[config.mk]
export PLATFORM = sky130hd
export DESIGN_NAME = mult_seq_flat
export DESIGN_NICKNAME = d
export VERILOG_FILES = /design/src/rtl/mult_seq_pkg.sv /design/src/rtl/mult_seq_if.sv /design/src/rtl/mult_seq_arithmetic.sv /design/src/rtl/mult_seq.sv /design/src/flat_wrapper.sv
export SDC_FILE = /design/constraint.sdc
export NUM_CORES = 1
export LEC_CHECK = 0
export CAP_MARGIN = 5
export CORE_ASPECT_RATIO = 0.9
export CORE_MARGIN = 5
export CORE_UTILIZATION = 51
export CTS_CLUSTER_DIAMETER = 40
export DETAILED_ROUTE_END_ITERATION = 8
export GPL_TIMING_DRIVEN = 0
export HOLD_SLACK_MARGIN = 0.02
export PLACE_DENSITY_LB_ADDON = 0.15
export RECOVER_POWER = 100
export SETUP_SLACK_MARGIN = 0.3
export SYNTH_ARGS = -nofsm -noshare
export SYNTH_HDL_FRONTEND = slang
export SYNTH_SLANG_ARGS = --single-unit
[constraint.sdc]
create_clock -name clk -period 3.7 [get_ports clk]
set_input_delay 0.37 -clock clk [delete_from_list [all_inputs] [get_ports clk]]
set_output_delay 0.37 -clock clk [all_outputs]
set_load 0.1 [all_outputs]
[src/rtl/mult_seq_pkg.sv]
// Shared types and sizes for the shift-add multiply sequencer.
package mult_seq_pkg;

    localparam int DATA_W = 64;
    localparam int ITER   = 64;

    typedef enum logic [1:0] {
        IDLE = 2'd0,
        BUSY = 2'd1,
        DONE = 2'd2
    } state_t;

endpackage

[src/rtl/mult_seq_if.sv]
// Operand request / result handshake between the execute stage and mult_seq.
interface mult_seq_if;
    import mult_seq_pkg::*;

    logic              in_valid;
    logic              in_ready;
    logic [DATA_W-1:0] A;
    logic [DATA_W-1:0] B;
    logic              out_valid;
    logic              out_ready;
    logic [DATA_W-1:0] result;
    logic              of;
    logic              zero;
    logic              negative;

    modport master (
        output in_valid, A, B, out_ready,
        input  in_ready, out_valid, result, of, zero, negative
    );

    modport slave (
        input  in_valid, A, B, out_ready,
        output in_ready, out_valid, result, of, zero, negative
    );

endinterface

[src/rtl/mult_seq_arithmetic.sv]
// Team 64-bit add/sub unit: y = a + b (sub=0) or a - b (sub=1), carry-out and signed overflow.
module arithmetic
    import mult_seq_pkg::*;
#(
    parameter int W = DATA_W
) (
    input  logic [W-1:0] a,
    input  logic [W-1:0] b,
    input  logic         sub,
    output logic [W-1:0] y,
    output logic         C,
    output logic         of
);

    logic [W-1:0] b_eff;

    always_comb begin
        b_eff  = b ^ {W{sub}};
        {C, y} = {1'b0, a} + {1'b0, b_eff} + {{W{1'b0}}, sub};
        of     = (a[W-1] == b_eff[W-1]) && (y[W-1] != a[W-1]);
    end

endmodule

[src/rtl/mult_seq.sv]
// Radix-2 shift-add 64x64 unsigned multiplier: one accumulate per cycle through the shared adder,
// returning the low 64 product bits with overflow/zero/negative flags.
module mult_seq
    import mult_seq_pkg::*;
#(
    parameter int EARLY_EXIT = 1,
    parameter int CNT_W      = 7
) (
    input logic       clk,
    input logic       reset,
    mult_seq_if.slave bus
);

    state_t            state;
    state_t            state_next;
    logic [DATA_W-1:0] mcand;
    logic [DATA_W-1:0] mplier;
    logic [DATA_W-1:0] acc;
    logic [DATA_W-1:0] sum;
    logic [DATA_W-1:0] acc_next;
    logic [DATA_W-1:0] mplier_next;
    logic [CNT_W-1:0]  cnt;
    logic [CNT_W-1:0]  cnt_next;
    logic              lost;
    logic              ovf;
    logic              ovf_next;
    logic              carry;
    logic              accept;
    logic              last_iter;
    logic              unused_add_of;
    logic [DATA_W-1:0] result_r;
    logic              of_r;
    logic              zero_r;
    logic              negative_r;

    arithmetic #(.W(DATA_W)) u_add (
        .a   (acc),
        .b   (mcand),
        .sub (1'b0),
        .y   (sum),
        .C   (carry),
        .of  (unused_add_of)
    );

    // Overflow: a carry out of the accumulator, or adding a multiplicand whose
    // shifted-out bits were nonzero (its true weight is already >= 2^64).
    always_comb begin
        acc_next    = mplier[0] ? sum : acc;
        ovf_next    = ovf | (mplier[0] & (carry | lost));
        mplier_next = mplier >> 1;
        cnt_next    = cnt + CNT_W'(1);
        last_iter   = (cnt_next == CNT_W'(ITER)) ||
                      ((EARLY_EXIT != 0) && (mplier_next == '0));
    end

    always_ff @(posedge clk) begin
        if (reset) begin
            state <= IDLE;
        end else begin
            state <= state_next;
        end
    end

    always_comb begin
        state_next   = state;
        accept       = 1'b0;
        bus.in_ready  = (state == IDLE);
        bus.out_valid = (state == DONE);
        case (state)
            IDLE: begin
                if (bus.in_valid) begin
                    accept     = 1'b1;
                    state_next = ((EARLY_EXIT != 0) && (bus.B == '0)) ? DONE : BUSY;
                end
            end
            BUSY:    if (last_iter) state_next = DONE;
            DONE:    if (bus.out_ready) state_next = IDLE;
            default: state_next = IDLE;
        endcase
    end

    always_ff @(posedge clk) begin
        if (reset) begin
            mcand      <= '0;
            mplier     <= '0;
            acc        <= '0;
            cnt        <= '0;
            lost       <= 1'b0;
            ovf        <= 1'b0;
            result_r   <= '0;
            of_r       <= 1'b0;
            zero_r     <= 1'b0;
            negative_r <= 1'b0;
        end else if (accept) begin
            mcand  <= bus.A;
            mplier <= bus.B;
            acc    <= '0;
            cnt    <= '0;
            lost   <= 1'b0;
            ovf    <= 1'b0;
            if ((EARLY_EXIT != 0) && (bus.B == '0)) begin
                result_r   <= '0;
                of_r       <= 1'b0;
                zero_r     <= 1'b1;
                negative_r <= 1'b0;
            end
        end else if (state == BUSY) begin
            acc    <= acc_next;
            ovf    <= ovf_next;
            lost   <= lost | mcand[DATA_W-1];
            mcand  <= mcand << 1;
            mplier <= mplier_next;
            cnt    <= cnt_next;
            if (last_iter) begin
                result_r   <= acc_next;
                of_r       <= ovf_next;
                zero_r     <= (acc_next == '0);
                negative_r <= acc_next[DATA_W-1];
            end
        end
    end

    assign bus.result   = result_r;
    assign bus.of       = of_r;
    assign bus.zero     = zero_r;
    assign bus.negative = negative_r;

endmodule

[src/flat_wrapper.sv]
// flat-port wrapper written by rule: the top's interface ports become plain ports
module mult_seq_flat import mult_seq_pkg::*;
#(
    parameter int EARLY_EXIT = 1,
    parameter int CNT_W      = 7
)
  (clk, reset, bus_in_valid, bus_A, bus_B, bus_out_ready, bus_in_ready, bus_out_valid, bus_result, bus_of, bus_zero, bus_negative);
  mult_seq_if bus_i ();
  input logic clk;
  input logic reset;
  input wire logic [$bits(bus_i.in_valid)-1:0] bus_in_valid;
  input wire logic [$bits(bus_i.A)-1:0] bus_A;
  input wire logic [$bits(bus_i.B)-1:0] bus_B;
  input wire logic [$bits(bus_i.out_ready)-1:0] bus_out_ready;
  output wire logic [$bits(bus_i.in_ready)-1:0] bus_in_ready;
  output wire logic [$bits(bus_i.out_valid)-1:0] bus_out_valid;
  output wire logic [$bits(bus_i.result)-1:0] bus_result;
  output wire logic [$bits(bus_i.of)-1:0] bus_of;
  output wire logic [$bits(bus_i.zero)-1:0] bus_zero;
  output wire logic [$bits(bus_i.negative)-1:0] bus_negative;
  assign bus_i.in_valid = bus_in_valid;
  assign bus_i.A = bus_A;
  assign bus_i.B = bus_B;
  assign bus_i.out_ready = bus_out_ready;
  assign bus_in_ready = bus_i.in_ready;
  assign bus_out_valid = bus_i.out_valid;
  assign bus_result = bus_i.result;
  assign bus_of = bus_i.of;
  assign bus_zero = bus_i.zero;
  assign bus_negative = bus_i.negative;
  mult_seq #(.EARLY_EXIT(EARLY_EXIT), .CNT_W(CNT_W)) u_core (.clk(clk), .reset(reset), .bus(bus_i));
endmodule
# Word level (Yosys, flattened, before mapping)
# Cells that the tools add are included.
# word_totals
register_bits	270
latch_bits	0
ramBits	0
mem_bits_ro	0
inputBits	132
out_inout_bits	69
word_cells	61
n_memories	0
# classes
add_sub_neg	2
n_mul	0
div_mod_pow	0
n_lt_le_gt_ge	0
n_eq_ne	7
n_shift	0
n_mux	27
bitwise	4
reduce_logical	10
# ops
cell	n
64-bit two-way mux	9
64-bit logical NOT	3
64-bit by 64-bit adder with 65-bit output	1
1-bit two-way mux	13
2-bit two-way mux	4
7-bit by 1-bit adder with 7-bit output, second input constant	1
7-bit == test, second input constant	1
2-bit inequality test, second input constant	3
2-bit case mux with 3 select lines	1
3-bit AND reduction	2
2-bit nonzero test	2
1-bit OR	3
2-bit by 1-bit == test with 1-bit output, second input constant	1
2-bit == test, second input constant	1
2-bit logical NOT	1
2-bit by 1-bit inequality test with 1-bit output, second input constant	1
2-bit OR reduction	1
1-bit bitwise AND	1
1-bit logical OR	1

# Longest topological paths before layout
# logic_depth
word_depth	7
ltp_mapped	14
ltp_nobuf	14

# Cells and area by module
# A second synthesis with hierarchy kept.
# unflattened
cells_unflattened	2268
hier_area_um2	17040.1
# modules_own_cells
module	n_inst	cells_each	area_per_inst_um2	seq_area_each_um2
mult_seq	1	1643	12639.6	5385.2
arithmetic	1	625	4400.5	0.0

# Least setup slack after synthesis
# No wires, ideal clock.
# synth_timing
path_kind	register to register
from	register u_core.acc[0]
to	register u_core.zero_r (netlist: u_core.bus.zero)
setup_ns	0.087
arrival_time_ns	3.791
required_ns	3.613
setup_slack_ns	-0.179
stages_incl_launch_ff	15
path_buffers	0
period_less_slack_ns	3.879
path_cell_list	dfxtp_1 ha_1 fa_1 a211oi_2 o21ai_2 a2111oi_4 nor2_2 o21ai_2 o31ai_2 xnor2_1 a2111oi_0 nand4b_1 or4_1 or4_1 o31ai_1
# synth_between
elab_chain_len	6
# synth_lines
element	line	text
start: declaration	mult_seq.sv:18	logic [DATA_W-1:0] acc;
start signal: assignment	mult_seq.sv:108	acc <= acc_next;
64-bit by 64-bit adder with 65-bit output	mult_seq_arithmetic.sv:19	{C, y} = {1'b0, a} + {1'b0, b_eff} + {{W{1'b0}}, sub};
64-bit two-way mux *	mult_seq.sv:48	acc_next = mplier[0] ? sum : acc;
64-bit logical NOT *	mult_seq.sv:117	zero_r <= (acc_next == '0);
1-bit two-way mux *	mult_seq.sv:114	if (last_iter) begin
1-bit two-way mux *	mult_seq.sv:107	end else if (state == BUSY) begin
1-bit two-way mux *	mult_seq.sv:94	end else if (accept) begin
end signal: assignment	mult_seq.sv:117	
end: declaration	mult_seq.sv:33	logic zero_r;
# Every way passes the cells marked *; elsewhere a longest branch is shown, timed or not. The select of a mux whose other input is x is not followed.
# A chain may end at the register's enable or synchronous reset.

# Final worst setup path
# layout_timing
from	register u_core.mcand[0]
to	register u_core.zero_r (netlist: u_core.bus.zero)
# layout_between
elab_chain_len	6
# layout_lines
element	line	text
start: declaration	mult_seq.sv:16	logic [DATA_W-1:0] mcand;
start signal: assignment	mult_seq.sv:95	mcand <= bus.A;
start signal: assignment	mult_seq.sv:111	mcand <= mcand << 1;
64-bit by 64-bit adder with 65-bit output	mult_seq_arithmetic.sv:19	
64-bit two-way mux	mult_seq.sv:48	
64-bit logical NOT	mult_seq.sv:117	
1-bit two-way mux	mult_seq.sv:114	
1-bit two-way mux	mult_seq.sv:107	
1-bit two-way mux	mult_seq.sv:94	
# Every way passes these cells. The select of a mux whose other input is x is not followed.

==> results_dict.tcl <==
set metrics [dict create \
    synth_cell_type_count 91 \
    total_power_mw 8.33 \
    leakage_nw 7.49 \
    count_of_flip_flops_with_a_built_in_enable_after_synthesis 0 \
    r2r_end "u_core.bus.zero$_SDFFE_PP0P_" \
    grt_max_degree 14 \
    cts_root_buf "sky130_fd_sc_hd__clkbuf_16" \
    drt-wirelength-per-cell_um 23.9 \
    hold_start "bus_A[0]" \
    whs_endpoint "u_core.mcand[0]$_SDFFE_PP0P_" \
    vdd_ir_drop_max_mv 0.406 \
    rrSetupSlack_ns -0.51 \
    tritoncts "yes" \
    netlist_top_cells_count "269 x sky130_fd_sc_hd__dfxtp_1, 260 x sky130_fd_sc_hd__a21oi_1, 245 x sky130_fd_sc_hd__nand2_1" \
    grt_pass1_wl_mm 95.1 \
    clock_transition_at_the_register_clock_pins_on_the_worst_setup_and_hold_paths_after_cts_ns 0.06 \
    design.die.area_um2 33500 \
    synthDominantCellAreaShare 0.353 \
    area_growth_pct 31.7 \
    drt_iter0_drc 2017 \
    hold_depth 3 \
    clock_skew_ns 0.0233 \
    syn_avg_cell_area_um2 7.83 \
    violations_in_the_final_reports "max-capacitance violations, max-slew violations, negative setup slack" \
    antenna_found_initial 1 \
    ys_top_cells_by_area "sky130_fd_sc_hd__dfxtp_1 35%, sky130_fd_sc_hd__a21oi_1 8.5%, sky130_fd_sc_hd__a22oi_1 8.0%" \
    fin_hold_ws_ns 0.360 \
    cts_hold_repair.buffers 0 \
    async_flop_share 0 \
    ys_dominant_reg_cell "sky130_fd_sc_hd__dfxtp_1" \
    postRouteWirelength_mm 63.6 \
    post-dp-hpwl_mm 47.3 \
    critical_path.endpoint_type "flip-flop" \
    pd_cells_nw_per_um2 414 \
    post_drt_via_cell_ratio 6.47 \
    drt_pre_antenna_iters 6 \
    dominant_cell_type_by_area_after_synthesis "sky130_fd_sc_hd__dfxtp_1" \
    timing.final.ws_setup_ns -0.509 \
    numPortBuffers 199 \
    finalMaxSlewViolations 10 \
    syn_area_um2 15300 \
    drc 0 \
    critical_path_class "reg -> reg" \
    hold_path_class "in -> reg" \
    floorplan.core_area_um2 29700 \
    min_period_over_period 1.14 \
    cp_data_required_time_ns 4.15 \
    routed_vias 17200 \
    outcome "finished, violations left" \
    place_congestion 0.990 \
    timing_worst_slew_pin_value_ns 1.56 \
    number_of_clock_buffers_inserted_by_tritoncts 38 \
    num_rows 60 \
    synth.most_common_cell "sky130_fd_sc_hd__dfxtp_1" \
    cts-root-to-sink-buffers 3 \
    worstRegToRegCells 14 \
    grt_setup_unrepaired "yes" \
    hold_violations 0 \
    drt.antenna.violating_nets 0 \
    regToRegStartpoint "u_core.mcand[0]$_SDFFE_PP0P_" \
    boundaryPins 201 \
    first_global_vias 16400 \
    die_x_um 192 \
    achievable-frequency_mhz 238 \
    timing.max_slew.rel_slack -0.0469 \
    setup_viol_count_final 14 \
    startpoint_type "flip-flop" \
    max_cap_violations 1 \
    die_h_um 174 \
    layout_min_cycle_time_ns 4.21 \
    grt_total_usage 0.362 \
    synth.yosys.warnings 0 \
    floorplan.initialDensity 0.514 \
    antennaDiodeCount 0 \
    worstSkewPairLatency_ns 0.55 \
    clock-sinks 269 \
    ys_ff_latch 269 \
    synthesis.instances 1950 \
    fillerInstances 2526 \
    total_nets_final 2428 \
    seq_total_area_yosys 0.353 \
    crit_path_max_fanout 4 \
    syn_nets 2148 \
    timing.critical_path.arrival_ns 4.66 \
    final_layout_size_suffix_gt1_frac 0.124 \
    cts_htree_levels 2 \
    globalRouteOverflowTotal 0 \
]
[registers in the layout, summed over array words and instances (netlist names)]
| signal | cells |
|---|---|
| u_core.mplier | 64 |
| u_core.lost | 1 |
| u_core.bus.zero | 1 |
| u_core.bus.negative | 1 |
| u_core.bus.of | 1 |
| u_core.acc | 64 |
| u_core.mcand | 64 |
| u_core.bus.result | 63 |
| u_core.cnt | 7 |
| u_core.ovf | 1 |
| u_core.state | 2 |
[metrics by stage]
| step | util | setup WS, ns | setup TNS [ns] | instances | cell area (um2) |
|---|---|---|---|---|---|
| 3_3_place_gp | 0.601 | -1.25 | -37.80 | 2552 | 17900 |
| 5_1_grt | 0.677 | -0.504 | -1.77 | 2661 | 20100 |
| 6_report | 0.677 | -0.509 | -1.82 | 2661 | 20100 |
| 2_1_floorplan | - | -0.0293 | -0.0293 | 1950 | 15400 |
| 3_5_place_dp | 0.601 | -1.29 | -36.54 | 2553 | 17900 |
| 4_1_cts | 0.664 | -0.428 | -0.428 | 2652 | 19700 |
[routing by layer]
metal  track usage  up-vias  part of all wire
met3        0.0600      199             0.096
li1              -     7786                 -
met4         0.143        2             0.044
met1         0.512     8195              0.42
met2         0.551     1026              0.44
met5             0        -           0.00020
[cell families after synthesis]
family                     Yosys count  share of synthesized area
AOI/OAI and AO/OA                  693                      0.295
xor gates and xnor gates            45                     0.0258
adders and majority gates           66                     0.0546
buffers and inverters              165                     0.0443
DFF                                269                      0.353
muxes                               29                     0.0201
and+or+nand+nor                    683                      0.208
[cell type report]
type                    count  area (um2)  area share
inverters                  26        97.6     0.00485
well taps                 403         504      0.0251
clock buffers              48        1020      0.0506
plain buffers             139         627      0.0312
clock inverters            20         221      0.0110
repair buffers            240        2330       0.116
multi-input cells        1516        9900       0.492
flip-flops and latches    269        5420       0.269
[report_power, final]
group | switching (mW) | internal, mW | total, mW
Combinational | 0.966 | 0.594 | 1.56
Clock | 1.45 | 2.13 | 3.58
Sequential | 0.152 | 3.04 | 3.19
Total | 2.56 | 5.77 | 8.33
[worst max-delay path: stages, from the launching register on]
cell                        delay [ns]
sky130_fd_sc_hd__dfxtp_4          0.36
sky130_fd_sc_hd__ha_4             0.17
sky130_fd_sc_hd__fa_2             0.38
sky130_fd_sc_hd__a211oi_4         0.30
sky130_fd_sc_hd__o21ai_4          0.12
sky130_fd_sc_hd__a211oi_4         0.29
sky130_fd_sc_hd__o22a_4           0.24
sky130_fd_sc_hd__a21o_4           0.18
sky130_fd_sc_hd__o2111ai_4        0.15
sky130_fd_sc_hd__a311oi_2         0.33
sky130_fd_sc_hd__xnor2_1          0.16
sky130_fd_sc_hd__a211o_1          0.36
sky130_fd_sc_hd__or4_4            0.52
sky130_fd_sc_hd__or4_4            0.46
sky130_fd_sc_hd__o31ai_2          0.08
[repair_timing]
item | CTS | global route
gates resized for setup | 88 | 94
setup endpoints to repair | 89 | 60
gates cloned | 0 | 0
buffers inserted | 31 | 9
pin swaps | 37 | 25
[layout by cell type, fill, tap and decap left out, drive strengths merged, types with 16 or more instances in the layout]
master | synthesis | layout
nor3 | 44 | 44
a22oi | 162 | 162
nor4 | 45 | 45
nand4 | 38 | 38
o31ai | 16 | 16
xnor2 | 27 | 27
mux2i | 16 | 16
ha | 65 | 65
nand2 | 246 | 246
clkdlybuf4s50 | 0 | 130
nor2 | 199 | 199
o21ai | 75 | 75
xor2 | 18 | 18
a21oi | 260 | 260
a211oi | 51 | 51
dlygate4sd3 | 0 | 69
nand2b | 19 | 19
inv | 25 | 32
dfxtp | 269 | 269
buf | 30 | 60
nor2b | 21 | 21
clkbuf | 109 | 166
[worst max path at each step]
stage,start,end,depth (start not counted)
after detailed placement,u_core.mplier[0]$_SDFFE_PP0P_,u_core.bus.zero$_SDFFE_PP0P_,11
after CTS,u_core.mcand[0]$_SDFFE_PP0P_,u_core.bus.zero$_SDFFE_PP0P_,15
after floorplan,u_core.acc[25]$_SDFFE_PP0P_,u_core.bus.zero$_SDFFE_PP0P_,14
after global routing,u_core.acc[22]$_SDFFE_PP0P_,u_core.bus.zero$_SDFFE_PP0P_,15
after global placement,u_core.acc[22]$_SDFFE_PP0P_,u_core.bus.zero$_SDFFE_PP0P_,14
final,u_core.mcand[0]$_SDFFE_PP0P_,u_core.bus.zero$_SDFFE_PP0P_,14
Power figures use the tool's default switching activity.
